### src/rtl/decode_queue_if.sv
//------------------------------------------------------------------------------
// Module      : decode_queue_if
// Description : Handshake bundle between fetch, decode queue and execute.
//               The slave side is the queue; the master side is its
//               fetch/execute environment.
// Revision    : 1.0 - initial release
//------------------------------------------------------------------------------
`default_nettype none

interface decode_queue_if #(
  parameter int ROM_W = 6
) ();
  logic             flush;
  logic             in_valid;
  logic             in_ready;
  logic [31:0]      in_instr;
  logic [31:0]      in_pc;
  logic             out_valid;
  logic             out_ready;
  logic [ROM_W-1:0] out_code;
  logic [31:0]      out_pc;
  logic [4:0]       out_rd;
  logic [4:0]       out_rs1;
  logic [4:0]       out_rs2;
  logic [31:0]      out_imm;
  logic             out_rd_we;
  logic             out_illegal;

  modport slave (
    input  flush, in_valid, in_instr, in_pc, out_ready,
    output in_ready, out_valid, out_code, out_pc, out_rd, out_rs1, out_rs2,
           out_imm, out_rd_we, out_illegal
  );

  modport master (
    output flush, in_valid, in_instr, in_pc, out_ready,
    input  in_ready, out_valid, out_code, out_pc, out_rd, out_rs1, out_rs2,
           out_imm, out_rd_we, out_illegal
  );
endinterface

`default_nettype wire

### src/rtl/decode_queue.sv
//------------------------------------------------------------------------------
// Module      : decode_queue
// Description : RV32I (+CSRRW/CSRRWI) decoder feeding a small FIFO of decoded
//               entries. Instructions are decoded on enqueue; the head entry
//               drives the outputs directly from storage.
// Revision    : 1.0 - initial release
//------------------------------------------------------------------------------
`default_nettype none

module decode_queue #(
  parameter int DEPTH  = 2,
  parameter int ROM_W  = 6,
  parameter int EN_CSR = 1
) (
  input  wire logic        clk,
  input  wire logic        rst,
  decode_queue_if.slave    q
);

  localparam int c_PW = (DEPTH > 1) ? $clog2(DEPTH) : 1;
  localparam int c_CW = $clog2(DEPTH + 1);
  localparam logic [c_PW-1:0] c_LAST  = c_PW'(DEPTH - 1);
  localparam logic [c_CW-1:0] c_FULL  = c_CW'(DEPTH);

  localparam logic [6:0] c_OP_R      = 7'b0110011;
  localparam logic [6:0] c_OP_IMM    = 7'b0010011;
  localparam logic [6:0] c_OP_LOAD   = 7'b0000011;
  localparam logic [6:0] c_OP_STORE  = 7'b0100011;
  localparam logic [6:0] c_OP_BRANCH = 7'b1100011;
  localparam logic [6:0] c_OP_LUI    = 7'b0110111;
  localparam logic [6:0] c_OP_AUIPC  = 7'b0010111;
  localparam logic [6:0] c_OP_JAL    = 7'b1101111;
  localparam logic [6:0] c_OP_JALR   = 7'b1100111;
  localparam logic [6:0] c_OP_SYSTEM = 7'b1110011;
  localparam logic [6:0] c_F7_ZERO   = 7'b0000000;
  localparam logic [6:0] c_F7_ALT    = 7'b0100000;

  // Instruction fields
  logic [31:0] w_i;
  logic [6:0]  w_opc;
  logic [2:0]  w_f3;
  logic [6:0]  w_f7;
  logic [4:0]  w_rd;

  assign w_i   = q.in_instr;
  assign w_opc = w_i[6:0];
  assign w_f3  = w_i[14:12];
  assign w_f7  = w_i[31:25];
  assign w_rd  = w_i[11:7];

  // Decode results
  logic             w_ill;
  logic [5:0]       w_op6;
  logic [31:0]      w_imm_raw;
  logic             w_we_raw;
  logic [ROM_W-1:0] w_code;
  logic [31:0]      w_imm;
  logic             w_we;

  // Immediate forms
  logic [31:0] w_imm_i, w_imm_s, w_imm_b, w_imm_u, w_imm_j, w_imm_sh, w_imm_z;
  assign w_imm_i  = {{20{w_i[31]}}, w_i[31:20]};
  assign w_imm_s  = {{20{w_i[31]}}, w_i[31:25], w_i[11:7]};
  assign w_imm_b  = {{19{w_i[31]}}, w_i[31], w_i[7], w_i[30:25], w_i[11:8], 1'b0};
  assign w_imm_u  = {w_i[31:12], 12'b0};
  assign w_imm_j  = {{11{w_i[31]}}, w_i[31], w_i[19:12], w_i[20], w_i[30:21], 1'b0};
  assign w_imm_sh = {27'b0, w_i[24:20]};
  assign w_imm_z  = {27'b0, w_i[19:15]};

  // Combinational decode of the offered instruction into code/imm/write-enable
  always_comb begin
    w_ill     = 1'b0;
    w_op6     = 6'd0;
    w_imm_raw = 32'd0;
    w_we_raw  = 1'b0;
    if (w_i[1:0] != 2'b11) begin
      w_ill = 1'b1;
    end else begin
      case (w_opc)
        c_OP_R: begin
          w_we_raw = 1'b1;
          case (w_f3)
            3'd0: begin
              if (w_f7 == c_F7_ZERO)     w_op6 = 6'd0;  // ADD
              else if (w_f7 == c_F7_ALT) w_op6 = 6'd1;  // SUB
              else                       w_ill = 1'b1;
            end
            3'd5: begin
              if (w_f7 == c_F7_ZERO)     w_op6 = 6'd6;  // SRL
              else if (w_f7 == c_F7_ALT) w_op6 = 6'd7;  // SRA
              else                       w_ill = 1'b1;
            end
            default: begin
              // SLL=2 SLT=3 SLTU=4 XOR=5 OR=8 AND=9
              case (w_f3)
                3'd1:    w_op6 = 6'd2;
                3'd2:    w_op6 = 6'd3;
                3'd3:    w_op6 = 6'd4;
                3'd4:    w_op6 = 6'd5;
                3'd6:    w_op6 = 6'd8;
                default: w_op6 = 6'd9;
              endcase
              if (w_f7 != c_F7_ZERO) w_ill = 1'b1;
            end
          endcase
        end
        c_OP_IMM: begin
          w_we_raw  = 1'b1;
          w_imm_raw = w_imm_i;
          case (w_f3)
            3'd0: w_op6 = 6'd15;                      // ADDI
            3'd1: begin                               // SLLI
              w_op6     = 6'd16;
              w_imm_raw = w_imm_sh;
              if (w_f7 != c_F7_ZERO) w_ill = 1'b1;
            end
            3'd2: w_op6 = 6'd17;                      // SLTI
            3'd3: w_op6 = 6'd18;                      // SLTIU
            3'd4: w_op6 = 6'd19;                      // XORI
            3'd5: begin                               // SRLI / SRAI
              w_imm_raw = w_imm_sh;
              if (w_f7 == c_F7_ZERO)     w_op6 = 6'd20;
              else if (w_f7 == c_F7_ALT) w_op6 = 6'd21;
              else                       w_ill = 1'b1;
            end
            3'd6:    w_op6 = 6'd22;                   // ORI
            default: w_op6 = 6'd23;                   // ANDI
          endcase
        end
        c_OP_LOAD: begin
          w_we_raw  = 1'b1;
          w_imm_raw = w_imm_i;
          case (w_f3)
            3'd0:    w_op6 = 6'd10;                   // LB
            3'd1:    w_op6 = 6'd11;                   // LH
            3'd2:    w_op6 = 6'd12;                   // LW
            3'd4:    w_op6 = 6'd13;                   // LBU
            3'd5:    w_op6 = 6'd14;                   // LHU
            default: w_ill = 1'b1;
          endcase
        end
        c_OP_STORE: begin
          w_imm_raw = w_imm_s;
          case (w_f3)
            3'd0:    w_op6 = 6'd24;                   // SB
            3'd1:    w_op6 = 6'd25;                   // SH
            3'd2:    w_op6 = 6'd26;                   // SW
            default: w_ill = 1'b1;
          endcase
        end
        c_OP_BRANCH: begin
          w_imm_raw = w_imm_b;
          case (w_f3)
            3'd0:    w_op6 = 6'd27;                   // BEQ
            3'd1:    w_op6 = 6'd28;                   // BNE
            3'd4:    w_op6 = 6'd29;                   // BLT
            3'd5:    w_op6 = 6'd30;                   // BGE
            3'd6:    w_op6 = 6'd31;                   // BLTU
            3'd7:    w_op6 = 6'd32;                   // BGEU
            default: w_ill = 1'b1;
          endcase
        end
        c_OP_AUIPC: begin
          w_op6 = 6'd33; w_imm_raw = w_imm_u; w_we_raw = 1'b1;
        end
        c_OP_LUI: begin
          w_op6 = 6'd34; w_imm_raw = w_imm_u; w_we_raw = 1'b1;
        end
        c_OP_JAL: begin
          w_op6 = 6'd35; w_imm_raw = w_imm_j; w_we_raw = 1'b1;
        end
        c_OP_JALR: begin
          w_op6 = 6'd36; w_imm_raw = w_imm_i; w_we_raw = 1'b1;
          if (w_f3 != 3'd0) w_ill = 1'b1;
        end
        c_OP_SYSTEM: begin
          w_we_raw = 1'b1;
          if (EN_CSR == 0) begin
            w_ill = 1'b1;
          end else if (w_f3 == 3'b001) begin
            w_op6 = 6'd37; w_imm_raw = w_imm_i;      // CSRRW: CSR address
          end else if (w_f3 == 3'b101) begin
            w_op6 = 6'd38; w_imm_raw = w_imm_z;      // CSRRWI: uimm
          end else begin
            w_ill = 1'b1;
          end
        end
        default: w_ill = 1'b1;
      endcase
    end
  end

  // Illegal entries carry a canonical payload so downstream sees no stale fields
  assign w_code = w_ill ? {ROM_W{1'b1}} : ROM_W'(w_op6);
  assign w_imm  = w_ill ? 32'd0 : w_imm_raw;
  assign w_we   = !w_ill && w_we_raw && (w_rd != 5'd0);

  // Queue control
  logic [c_PW-1:0] r_wptr, r_rptr;
  logic [c_CW-1:0] r_count;
  logic            w_push, w_pop;

  assign q.in_ready  = (r_count < c_FULL);
  assign q.out_valid = (r_count != '0);
  assign w_push      = q.in_valid && q.in_ready;
  assign w_pop       = q.out_valid && q.out_ready;

  // Pointer/count update; flush beats any concurrent push or pop
  always_ff @(posedge clk or posedge rst) begin
    if (rst) begin
      r_wptr  <= '0;
      r_rptr  <= '0;
      r_count <= '0;
    end else if (q.flush) begin
      r_wptr  <= '0;
      r_rptr  <= '0;
      r_count <= '0;
    end else begin
      if (w_push) r_wptr <= (r_wptr == c_LAST) ? '0 : r_wptr + 1'b1;
      if (w_pop)  r_rptr <= (r_rptr == c_LAST) ? '0 : r_rptr + 1'b1;
      case ({w_push, w_pop})
        2'b10:   r_count <= r_count + 1'b1;
        2'b01:   r_count <= r_count - 1'b1;
        default: r_count <= r_count;
      endcase
    end
  end

  // Decoded payload storage; contents only matter once counted valid
  logic [ROM_W-1:0] r_code [DEPTH];
  logic [31:0]      r_pc   [DEPTH];
  logic [4:0]       r_rd   [DEPTH];
  logic [4:0]       r_rs1  [DEPTH];
  logic [4:0]       r_rs2  [DEPTH];
  logic [31:0]      r_imm  [DEPTH];
  logic             r_we   [DEPTH];
  logic             r_ill  [DEPTH];

  // Write the decoded entry at the tail on an accepted, unflushed push
  always_ff @(posedge clk) begin
    if (w_push && !q.flush) begin
      r_code[r_wptr] <= w_code;
      r_pc[r_wptr]   <= q.in_pc;
      r_rd[r_wptr]   <= w_rd;
      r_rs1[r_wptr]  <= w_i[19:15];
      r_rs2[r_wptr]  <= w_i[24:20];
      r_imm[r_wptr]  <= w_imm;
      r_we[r_wptr]   <= w_we;
      r_ill[r_wptr]  <= w_ill;
    end
  end

  assign q.out_code    = r_code[r_rptr];
  assign q.out_pc      = r_pc[r_rptr];
  assign q.out_rd      = r_rd[r_rptr];
  assign q.out_rs1     = r_rs1[r_rptr];
  assign q.out_rs2     = r_rs2[r_rptr];
  assign q.out_imm     = r_imm[r_rptr];
  assign q.out_rd_we   = r_we[r_rptr];
  assign q.out_illegal = r_ill[r_rptr];

endmodule

`default_nettype wire

### src/flat_wrapper.sv
// flat-port wrapper written by rule: the top's interface ports become plain ports
module decode_queue_flat 
#(
  parameter int DEPTH  = 2,
  parameter int ROM_W  = 6,
  parameter int EN_CSR = 1
)
  (clk, rst, q_flush, q_in_valid, q_in_instr, q_in_pc, q_out_ready, q_in_ready, q_out_valid, q_out_code, q_out_pc, q_out_rd, q_out_rs1, q_out_rs2, q_out_imm, q_out_rd_we, q_out_illegal);
  decode_queue_if #(.ROM_W(ROM_W)) q_i ();
  input  wire logic clk;
  input  wire logic rst;
  input wire logic [$bits(q_i.flush)-1:0] q_flush;
  input wire logic [$bits(q_i.in_valid)-1:0] q_in_valid;
  input wire logic [$bits(q_i.in_instr)-1:0] q_in_instr;
  input wire logic [$bits(q_i.in_pc)-1:0] q_in_pc;
  input wire logic [$bits(q_i.out_ready)-1:0] q_out_ready;
  output wire logic [$bits(q_i.in_ready)-1:0] q_in_ready;
  output wire logic [$bits(q_i.out_valid)-1:0] q_out_valid;
  output wire logic [$bits(q_i.out_code)-1:0] q_out_code;
  output wire logic [$bits(q_i.out_pc)-1:0] q_out_pc;
  output wire logic [$bits(q_i.out_rd)-1:0] q_out_rd;
  output wire logic [$bits(q_i.out_rs1)-1:0] q_out_rs1;
  output wire logic [$bits(q_i.out_rs2)-1:0] q_out_rs2;
  output wire logic [$bits(q_i.out_imm)-1:0] q_out_imm;
  output wire logic [$bits(q_i.out_rd_we)-1:0] q_out_rd_we;
  output wire logic [$bits(q_i.out_illegal)-1:0] q_out_illegal;
  assign q_i.flush = q_flush;
  assign q_i.in_valid = q_in_valid;
  assign q_i.in_instr = q_in_instr;
  assign q_i.in_pc = q_in_pc;
  assign q_i.out_ready = q_out_ready;
  assign q_in_ready = q_i.in_ready;
  assign q_out_valid = q_i.out_valid;
  assign q_out_code = q_i.out_code;
  assign q_out_pc = q_i.out_pc;
  assign q_out_rd = q_i.out_rd;
  assign q_out_rs1 = q_i.out_rs1;
  assign q_out_rs2 = q_i.out_rs2;
  assign q_out_imm = q_i.out_imm;
  assign q_out_rd_we = q_i.out_rd_we;
  assign q_out_illegal = q_i.out_illegal;
  decode_queue #(.DEPTH(DEPTH), .ROM_W(ROM_W), .EN_CSR(EN_CSR)) u_core (.clk(clk), .rst(rst), .q(q_i));
endmodule
### config.mk
export PLATFORM = sky130hd
export DESIGN_NAME = decode_queue_flat
export DESIGN_NICKNAME = d
export VERILOG_FILES = /design/src/rtl/decode_queue_if.sv /design/src/rtl/decode_queue.sv /design/src/flat_wrapper.sv
export SDC_FILE = /design/constraint.sdc
export NUM_CORES = 1
export LEC_CHECK = 0
export CORE_MARGIN = 2
export CORE_UTILIZATION = 52
export CTS_CLUSTER_DIAMETER = 50
export DETAILED_ROUTE_END_ITERATION = 6
export PLACE_DENSITY = 0.81
export SLEW_MARGIN = 30
export SYNTH_ARGS = -nofsm -noshare
export SYNTH_HDL_FRONTEND = slang
export SYNTH_SLANG_ARGS = --single-unit
### constraint.sdc
create_clock -name clk -period 10.6 [get_ports clk]
set_clock_uncertainty 0.15 [all_clocks]
set_input_delay 1.06 -clock clk [delete_from_list [all_inputs] [get_ports clk]]
set_output_delay 1.06 -clock clk [all_outputs]
set_load 0.02 [all_outputs]
== Word-level counts from Yosys, hierarchy flattened ==
Memories as Yosys holds them, arrays and structs flattened.
Index checks and enable logic that the tools add are counted.
W data, S select, Z words.
Word-level totals
  bits in latches: 0
  memory bits (read-only): 0
  bits in registers: 4
  memories: 8
  input port bits: 69
  memory bits (writable): 174
  output and inout bits: 89
  logic and storage cells: 110
Memories
  u_core.r_imm: depth 2, width 32, rd ports 1, clocked after Yosys merged registers in 0, write ports 1, RTL line decode_queue.sv:235  | logic [31:0] r_imm [DEPTH];
  u_core.r_pc: depth 2, width 32, rd ports 1, clocked after Yosys merged registers in 0, write ports 1, RTL line decode_queue.sv:231  | logic [31:0] r_pc [DEPTH];
  u_core.r_code: depth 2, width 6, rd ports 1, clocked after Yosys merged registers in 0, write ports 1, RTL line decode_queue.sv:230  | logic [ROM_W-1:0] r_code [DEPTH];
  u_core.r_rd: depth 2, width 5, rd ports 1, clocked after Yosys merged registers in 0, write ports 1, RTL line decode_queue.sv:232  | logic [4:0] r_rd [DEPTH];
  u_core.r_rs1: depth 2, width 5, rd ports 1, clocked after Yosys merged registers in 0, write ports 1, RTL line decode_queue.sv:233  | logic [4:0] r_rs1 [DEPTH];
  u_core.r_rs2: depth 2, width 5, rd ports 1, clocked after Yosys merged registers in 0, write ports 1, RTL line decode_queue.sv:234  | logic [4:0] r_rs2 [DEPTH];
  2 more memories
Operators by class
  reductions and logical operators: 25
  $add $sub $neg: 4
  div/mod/pow operators: 0
  muxes and demuxes: 48
  multipliers: 0
  shifts and indexed selects: 0
  order comparisons: 1
  bitwise gates (word level): 0
  equal/unequal tests: 21
Operators with widths (count)
  $pmux W32 S7: 1
  $mux W32: 4
  $pmux W6 S10: 1
  $mux W6: 7
  $pmux W6 S7: 1
  $pmux W4 S5: 2
  $pmux W6 S6: 1
  $eq A7 B6 Y1 const B: 4
  $eq A7 B7 Y1 const B: 4
  $mux W1: 22
  $pmux W5 S3: 1
  $eq A7 B5 Y1 const B: 2
  $eq A3 B3 Y1 const B: 4
  $pmux W6 S2: 1
  $mux W5: 2
  $pmux W1 S8: 1
  $reduce_or A2 Y1: 4
  $reduce_or A8 Y1: 1
  $eq A7 B2 Y1 const B: 1
  $logic_not A7 Y1: 1
  $reduce_bool A7 Y1: 1
  $eq A3 B2 Y1 const B: 2
  $reduce_bool A2 Y1: 3
  $reduce_bool A3 Y1: 2
  19 further kinds: 26

== Logic depth before layout (Yosys ltp) ==
Gate-level depths: netlist (run 1).
  word-level depth: 9
  mapped depth: 8
  depth with buffers taken out: 5

== Worst setup path before layout (run 1) ==
OpenSTA, ideal clock, no wires.
  path type: input-to-reg
  start point: in q_in_valid
  end point: mem u_core.r_code[1][0] (enable)
  buffers on the path: 0
  stages: 2
  data required time: 9.791 ns
  setup time: 0.659 ns
  slack: 2.270 ns
  arrival: 7.521 ns
  cells stage by stage: nand2_1 -> nor3b_1
On the way
  longest elaborated chain between the ends: 4
RTL lines
  start: declaration: RTL line flat_wrapper.sv:13  | input wire logic [$bits(q_i.in_valid)-1:0] q_in_valid;
  $logic_and A1 B1 Y1: RTL line decode_queue.sv:205  | assign w_push = q.in_valid && q.in_ready;
  $logic_and A1 B1 Y1: RTL line decode_queue.sv:241  | if (w_push && !q.flush) begin
  $mux W1: RTL line decode_queue.sv:241
  $mux W1 (implied by the code): RTL line decode_queue.sv:242  | r_code[r_wptr] <= w_code;
  end: declaration: RTL line decode_queue.sv:230
Every way passes these cells.

== Worst setup path after layout (run 1) ==
  start point: in q_in_instr[12]
  end point: mem u_core.r_imm[0][16], data pin
On the way
  longest elaborated chain between the ends: 6
  elaborated cells on any way between the ends: 28
  those cells by class: 6 x eq/ne; 15 x mux; 7 x reduce/logical
RTL lines
  start: declaration: RTL line flat_wrapper.sv:14  | input wire logic [$bits(q_i.in_instr)-1:0] q_in_instr;
  $eq A3 B3 Y1, or another cell as far along: RTL line decode_queue.sv:133, decode_queue.sv:153
  $reduce_or A6 Y1 (no source line), or another cell as far along
  $mux W1, or another cell as far along: RTL line decode_queue.sv:153  | case (w_f3)
  $pmux W1 S8 / $pmux W32 S7 (equally long branches): RTL line decode_queue.sv:79  | case (w_opc)
  $mux W1 / $mux W32 (equally long branches): RTL line decode_queue.sv:76  | if (w_i[1:0] != 2'b11) begin
  $mux W32 *: RTL line decode_queue.sv:195  | assign w_imm = w_ill ? 32'd0 : w_imm_raw;
  net u_core.w_imm[16]: RTL line decode_queue.sv:57  | logic [31:0] w_imm;
  end: declaration: RTL line decode_queue.sv:235
The timed path passes the listed nets; every way through them passes the cells marked *.

==> results of run 1 <==
## per-stage QoR
| stage | util (%) | hold slack, ns | cell area, sq um |
|---|---|---|---|
| 2_1_floorplan | - | 0.3627 | 7844 |
| 3_3_place_gp | 65.24 | 0.3802 | 9554 |
| 3_5_place_dp | 65.24 | 0.4203 | 9554 |
| 4_1_cts | 69.22 | 0.4318 | 10140 |
| 5_1_grt | 69.27 | 0.4663 | 10140 |
| 6_report | 69.27 | 0.4270 | 10140 |
## per-layer routing
layer | track usage [%] | vias up
met5 | 0 | -
met4 | 6.981 | 0
met3 | 5.146 | 16
met2 | 39.06 | 224
met1 | 30.13 | 2557
li1 | - | 2385
## sequential cells by signal, summed over array words and instances (netlist names)
register	cells
u_core.r_rptr	1
u_core.r_pc	64
u_core.r_rd	10
u_core.r_ill	2
u_core.r_count	2
u_core.r_imm	64
u_core.r_wptr	1
u_core.r_rs1	10
u_core.r_we	2
u_core.r_code	12
u_core.r_rs2	10
## worst register-to-register path, stage by stage (launching register included)
cell and delay (ns):
sky130_fd_sc_hd__dfrtp_1 0.40, sky130_fd_sc_hd__inv_1 0.08, sky130_fd_sc_hd__nand2_1 0.13, sky130_fd_sc_hd__nor3b_2 0.21, sky130_fd_sc_hd__buf_4 0.63
## power by group through the flow
stage | Clock (mW) | Combinational, mW | Sequential (mW)
detailed placement | 0 | 0.223 | 0.825
floorplan | 0 | 0.120 | 0.825
global placement | 0 | 0.222 | 0.823
global route | 0.650 | 0.236 | 0.812
finish | 0.613 | 0.223 | 0.810
CTS | 0.625 | 0.224 | 0.810
## worst max path at each step
stage          slack (ns)                   to  cells after the start           start
6_report             6.50  u_core.r_imm[0][16]                      7  q_in_instr[12]
5_1_grt              6.29   u_core.r_imm[1][1]                      7  q_in_instr[12]
4_1_cts              6.48        q_out_imm[11]                      3   u_core.r_rptr
3_5_place_dp         6.11   u_core.r_imm[0][1]                      7  q_in_instr[12]
3_3_place_gp         6.24  u_core.r_imm[0][14]                      7  q_in_instr[12]
2_1_floorplan        2.27  u_core.r_code[1][0]                      2      q_in_valid
## cell usage in the layout (no fill, tap or decap), types with 2 or more instances in the layout
cell type,instances
sky130_fd_sc_hd__a2111oi_0,2
sky130_fd_sc_hd__a211oi_1,12
sky130_fd_sc_hd__a21o_1,3
sky130_fd_sc_hd__a21oi_1,19
sky130_fd_sc_hd__a222oi_1,4
sky130_fd_sc_hd__a31oi_1,6
sky130_fd_sc_hd__and2_1,6
sky130_fd_sc_hd__and3_1,7
sky130_fd_sc_hd__buf_4,7
sky130_fd_sc_hd__bufinv_16,2
sky130_fd_sc_hd__clkbuf_16,17
sky130_fd_sc_hd__clkdlybuf4s50_1,157
sky130_fd_sc_hd__clkinv_1,2
sky130_fd_sc_hd__clkinv_4,4
sky130_fd_sc_hd__dfrtp_1,3
sky130_fd_sc_hd__edfxtp_1,174
sky130_fd_sc_hd__inv_1,7
sky130_fd_sc_hd__inv_6,4
sky130_fd_sc_hd__mux2_2,87
sky130_fd_sc_hd__nand2_1,30
sky130_fd_sc_hd__nand2b_1,6
sky130_fd_sc_hd__nand3_1,7
sky130_fd_sc_hd__nand3b_1,2
sky130_fd_sc_hd__nand4_1,5
sky130_fd_sc_hd__nor2_1,13
sky130_fd_sc_hd__nor2b_1,10
sky130_fd_sc_hd__nor3_1,22
sky130_fd_sc_hd__nor3b_1,2
sky130_fd_sc_hd__nor4_1,2
sky130_fd_sc_hd__nor4b_1,6
sky130_fd_sc_hd__o211ai_1,5
sky130_fd_sc_hd__o21a_1,2
sky130_fd_sc_hd__o21ai_0,14
sky130_fd_sc_hd__o21bai_1,2
sky130_fd_sc_hd__o31ai_1,4
sky130_fd_sc_hd__o41ai_1,2
sky130_fd_sc_hd__or2_2,2
sky130_fd_sc_hd__or4_1,4
sky130_fd_sc_hd__xor2_1,4
## cell type report
type | count | area, sq um
timing repair buffer | 164 | 1624
fill | 982 | 4501
inverter | 7 | 26.28
multi-input combinational | 309 | 2351
clock inverter | 14 | 153.9
sequential | 178 | 5329
tap | 184 | 230.2
clock buffer | 18 | 429.2
## kinds of logic after synthesis
logic type,after synthesis,share of synthesized area (%)
flip-flops,178,67.89
AND/OR/NAND/NOR,132,9.411
multiplexers,88,12.62
AO/OA/AOI/OAI,85,7.290
XOR/XNOR,4,0.4466
buffers and inverters,45,2.345
==> metrics list, run 1 <==
* Outcome: finished with violations
- The final reports fail on DRC.
- In this run, post-CTS repair resized a total of 0 instances.
- Sink count of the clock tree: approximately 180
- The critical path in this run is classified as input pin to register.
* Critical path buffers and inverters: 2
* Met3 routed wirelength: between 1000 and 1500 um
* Maximum operating frequency: 243.8 MHz
- A synthesized cell averages 14.74 sq um.
- Once placement completed, the tool counted placed cells totaling between 800 and 900.
* Largest net degree at the start of global routing: 57
- From synthesis to final layout, the design area changed by 29.32%.
* Number of antenna violations at the first check in global routing: 0
- TritonCTS clock tree: done
* Wire length on met2: between 9000 and 10000 um
- The region available for standard cell placement spans 14640 sq um.
- For this run, the number of Yosys warnings is 0.
- The tool flagged a number of max-cap violations equal to 0.
* Leakage: roughly 3.3 nW
- Data on the critical path arrives at its endpoint at approximately 4.1 ns.
* Total Negative Setup Slacks: 0 ns
- In the global route stage, overall resource usage came out at 23.10%.
* Slowest stage cell on the critical path: sky130_fd_sc_hd__clkdlybuf4s50_1
- For this run, design rule violations remaining after detail routing come to 2.
* Routability congestion estimate from global placement: 0.8763
- Measured against its own limit, the worst slew margin works out to 37.90%.
- The synthesized design spends more area on one cell type than any other, namely sky130_fd_sc_hd__edfxtp_1.
* Part of the power in the clock network: 37.3%
- Most frequent cells after synthesis: sky130_fd_sc_hd__edfxtp_1 (174), sky130_fd_sc_hd__mux2_2 (87), sky130_fd_sc_hd__nand2_1 (30)
- Data required time of the critical path: between 10 and 15 ns
- After synthesis, flip-flops and latches occupy approximately two thirds of the total area.
* P per Cell Area: about 160 nW/um^2
- Total Power: roughly 1.6 mW
- Internal power contribution: 1.257 mW
- Worst hold path endpoint: u_core.r_count[0]
- After detailed routing, the average wire length per cell comes to about 21 um.
- Pin placement for this block handled approximately 160 I/O pins.
- The worst-case IR drop observed on VDD is ~110 uV.
- Source of the worst register-to-register timing path: u_core.r_count[1]
- The kind of cell with the highest combined delay along the critical path is buffers and inverters.
* DRT Wirelength: 18460 um
* Die extent in y: ~130 um
* Hold-critical path depth: 2
- The min-delay analysis places its worst path in the category register to register.
* H-tree depth reported by CTS: 4
- Final hold violations: 0
- R2R setup slack: about 8.6 ns
- Fraction of layout instances using a drive strength above 1: 18.99%
- OpenSTA, run right after detailed placement, puts the worst setup slack at around 6 ns.
- Fin crit share: between 30 and 40%
- The pre-antenna-repair detailed-routing pass consisted of 7 iterations.
* Count of final setup violators: 0
- Counting cells, the worst reg-to-reg path comes to 4.
- Port buffering added roughly 160 buffers.
- CTS placed an instance of sky130_fd_sc_hd__clkbuf_16 at the clock tree root.
* Total inserted antenna cells: 0
- Clk buf depth: 2
* Top Layer Used: met4
- The final layout contains approximately 750 nets.
- The synthesized netlist occupies a cell area of 7844 sq um.
- The clock reaches the later pin of the worst-skew pair after between 0.4 and 0.5 ns.
- Die W: between 100 and 150 um
- Vias in the first global route: slightly above 5000
- The first global-routing pass estimated 28300 um of wire.
- Number of hold-repair buffers added at the cts stage: 0
- Capture point of the worst reg-to-reg path: u_core.r_imm[1][18]
* Clock transition time at the flip-flop clock pins of the worst setup and hold paths: 0.06 ns
- Count of distinct cell types in the synthesized netlist: a little over 50
* Inserted Clock Buffers: 17
- Via density per instance: just under 6
- Once the floorplan was initialized, standard cells occupied 53.56% of the core.
- The floorplan step defined a die boundary enclosing 16080 sq um.
- Of the total power, registers draw about half.
- For this block, the via count after detailed routing is just over 5000.
- Standard-cell rows: between 40 and 50
- Violation count after the first detailed-route iteration: 370
- Post-route worst setup slack: about 6.5 ns
- In this run the remaining antenna-violating nets after routing total 0.
* Met1 layer wirelength in the final routing: just under 8000 um
- For this run, the slowest stage of the critical path takes 1.00 ns.
* Min Clock Period, post-route: a little over 4 ns
- Setup Buffers After CTS: 0
- Synth Instances: 532
- Along the worst path, the maximum fanout reaches 24.
* Post-Layout Cell Count: between 800 and 900
- Walking the worst path, the cells encountered are clkdlybuf4s50_1 > nor2b_1 > nand2_1 > a2111oi_1 > or3_1 > buf_4 > nor3_1.
- Cell with the most instances after synthesis: sky130_fd_sc_hd__edfxtp_1
* Setup crit end kind: register
- Setup repair after global routing left no endpoint under its margin.
- Grt ovf: 0
- At the pin with the least slew margin, the transition time is around 0.93 ns.
* Synth area leaders: sky130_fd_sc_hd__edfxtp_1 (67%), sky130_fd_sc_hd__mux2_2 (12%), sky130_fd_sc_hd__nor3_1 (1.5%)
- After synthesis, the largest area contributor takes up between 60% and 70% of total cell area.
- Switching share of power: 23.63%
- STA classifies the critical path startpoint as an input pin.
- EDFF count, synth: roughly 170
- Post-Synthesis Net Count: 601
- Worst min-delay path startpoint: u_core.r_count[1]
- Reported net switching power: 0.3890 mW
- Register bit total from synthesis: around 180
- Fraction of registers with async set or reset after synthesis: 2.247%
- Number of max-slew violations in the final report: 0
- Of the total power, combinational logic draws between 10% and 20%.
- For this run, the leading register cell type out of synthesis is sky130_fd_sc_hd__edfxtp_1.
- The HPWL after detailed placement is approximately 12000 um.
Note: power is estimated with default switching activity, not from simulation.
==> run 2, diff against run 1 <==
--- a/config.mk
+++ b/config.mk
@@ -6,10 +6,10 @@
 export NUM_CORES = 1
 export LEC_CHECK = 0
 export CORE_MARGIN = 2
-export CORE_UTILIZATION = 52
+export CORE_UTILIZATION = 47
 export CTS_CLUSTER_DIAMETER = 50
 export DETAILED_ROUTE_END_ITERATION = 6
-export PLACE_DENSITY = 0.81
+export PLACE_DENSITY = 0.77
 export SLEW_MARGIN = 30
 export SYNTH_ARGS = -nofsm -noshare
 export SYNTH_HDL_FRONTEND = slang
==> constraint.sdc (replaced) <==
create_clock -name clk -period 3.6 [get_ports clk]
set_clock_uncertainty 0.15 [all_clocks]
set_input_delay 0.36 -clock clk [delete_from_list [all_inputs] [get_ports clk]]
set_output_delay 0.36 -clock clk [all_outputs]
set_load 0.02 [all_outputs]
==> metrics list, run 2 (synthesis gave the netlist of run 1 again) <==
- Timing analysis after detailed placement gives a worst setup slack of about 0.35 ns.
* Inserted Clock Buffers: 17
- Clk buf depth: 2
- Entering global routing, the biggest net connects between 60 and 70 pins.
- The critical path is of the register to primary output type.
- STA puts the critical path data arrival time at 2.47 ns.
* Setup crit end kind: primary output
* Cells after DPL: around 890
* First-pass GRT wire length: about 29000 um
- The root buffer cell chosen for the clock tree is sky130_fd_sc_hd__clkbuf_16.
* Residual DRC count: 0
* Slew at the pin closest to its max-slew limit: 0.6614 ns
- The library cell used most frequently in the layout, excluding fill and tap cells, is sky130_fd_sc_hd__edfxtp_1.
* Registers with the highest flip-flop counts: u_core.r_imm: 64 flops, u_core.r_pc: 64 flops, u_core.r_code: 12 flops
- The initialized floorplan defines between 40 and 50 standard-cell rows.
- On the worst path, the slowest cell contributes a delay of a little under 0.8 ns.
* Post-Layout Cell Count: just over 900
* Final ANT Viol Nets: 0
- Setup repair after global routing missed its margin: false
- Using the TritonRoute via totals, the vias-per-cell ratio works out to 5.566.
- Summed over all nets, the half-perimeter wirelength after detailed placement is approximately 13000 um.
- The worst hold path begins at q_in_pc[21].
- STA classifies the critical path startpoint as a register.
- H-tree depth reported by CTS: 4
- The die covers roughly 18000 sq um.
* Post-route cell area: approximately 10000 sq um
- The count of final max-slew check failures was 0.
- For this configuration, the core starts out at a cell density of roughly 48%.
* Critical path buffers and inverters: 2
- Maxcap violations: 0
* DRT Wirelength: 18750 um
* Via count: 5149
- Source of the worst register-to-register timing path: u_core.r_count[1]
- Wire per inst: 20.27 um
* Fin nets: between 700 and 800
* Number of gates resized after CTS: 0
- For the worst setup path, the data required time is approximately 3 ns.
* Number of hold-repair buffers added at the cts stage: 1
- The largest individual stage delay along the critical path comes from the cell sky130_fd_sc_hd__dfrtp_4.
- Kind of path behind the tightest hold check: input pin to register
- 158 I/O pins were placed.
- Grouping stages by cell kind, the critical path spends the most delay in buffers and inverters.
- Fin crit share: just over 80%
* Sink count of the clock tree: 178
- The placed instances occupy a cell area of a little under 10000 sq um.
* P per Cell Area: about 470 nW/um^2
- Peak supply drop: 308.6 uV
- The run finished with clean final reports.
- Port buffering added between 150 and 200 buffers.
- The most critical setup path has its startpoint at u_core.r_rptr.
- From bottom edge to top edge, the die measures between 100 and 150 um.
* Signed area change from the synthesized netlist to the final layout: 32.27%
- Biggest fanout along the worst timing path: 37
- Setup violations remaining at the end of the flow were counted as 0.
- Fraction of layout instances using a drive strength above 1: 20.71%
- Timing would allow up to 335.2 MHz.
- Setup total negative slack on the finished layout was measured at 0 ns.
- Final hold slack: 0.3683 ns
* Vias in the first global route: between 5000 and 6000
- Total inserted antenna cells: 0
- For the worst-skew pair, the clock arrives at the later sink with an insertion delay of ~0.42 ns.
* Leakage: 3.387 nW
- Violation count after the first detailed-route iteration: 339
- Leaving out fill and tap cells, the most frequent cells in the layout are sky130_fd_sc_hd__edfxtp_1 (174), sky130_fd_sc_hd__clkdlybuf4s50_1 (157), sky130_fd_sc_hd__mux2_2 (87).
- First drt pass iteration count: 6
- All-Layer GR Usage: between 20 and 25%
* Min Clock Period, post-route: 2.983 ns
* TritonCTS clock tree: done
* Setup Buffers After CTS: 0
- Post-route worst setup slack: approximately 0.62 ns
- Traced cell by cell, the critical path runs through buf_4 > mux2_2 > clkdlybuf4s50_1.
* Core Region: around 16000 sq um
- Clock-pin slew was measured on the worst setup and hold paths at roughly 0.07 ns.
- Final hold violations: 0
- Grt ovf: 0
- Relative slew margins: a little over half
* Routability congestion estimate from global placement: 0.8763
- In this run the horizontal extent of the chip is roughly 130 um.
- Number of antenna violations at the first check in global routing: 0
[run 2: area by class of cell]
| cell class | count | area (sq um) |
|---|---|---|
| clock buffers | 17 | 425.4 |
| clock inverters | 15 | 172.7 |
| fillers | 1235 | 6091 |
| inverters | 7 | 26.28 |
| multi-input cells | 309 | 2357 |
| flip-flops and latches | 178 | 5329 |
| well taps | 220 | 275.3 |
| repair buffers | 179 | 1789 |
[run 2: final timing paths]
check / end / slack [ns] / depth (start not counted)
max in group asynchronous: u_core.r_rptr / 2.58 / 3
min reg2reg: u_core.r_count[0] / 0.44 / 2
max: q_out_pc[7] / 0.62 / 3
min: u_core.r_pc[0][21] / 0.37 / 1
max reg2reg: u_core.r_rd[1][4] / 1.77 / 4
min in group asynchronous: u_core.r_wptr / 0.56 / 3
[run 2: where the power goes]
group | total (mW) | internal (mW) | switching, mW | leakage, nW
Clock | 1.84 | 1.04 | 0.795 | 0.293
Sequential | 2.38 | 2.35 | 0.0315 | 1.62
Combinational | 0.678 | 0.331 | 0.347 | 1.47
Total | 4.90 | 3.73 | 1.17 | 3.39
[run 2: routing by layer]
metal | vias to the layer above | track usage (%) | share of wire [%]
met5 | - | 0 | 0
met4 | 0 | 6.087 | 1.4
met3 | 22 | 4.985 | 5.9
met2 | 187 | 35.61 | 50
met1 | 2535 | 28.48 | 43
li1 | 2405 | - | -
[run 2: metrics by stage]
stage / utilization (%) / total power [mW]
final: 63.01 / 4.901
after global routing: 63.01 / 5.064
after detailed placement: 59.32 / 3.110
after global placement: 59.32 / 3.102
after floorplan: - / 2.772
after CTS: 63.01 / 4.950
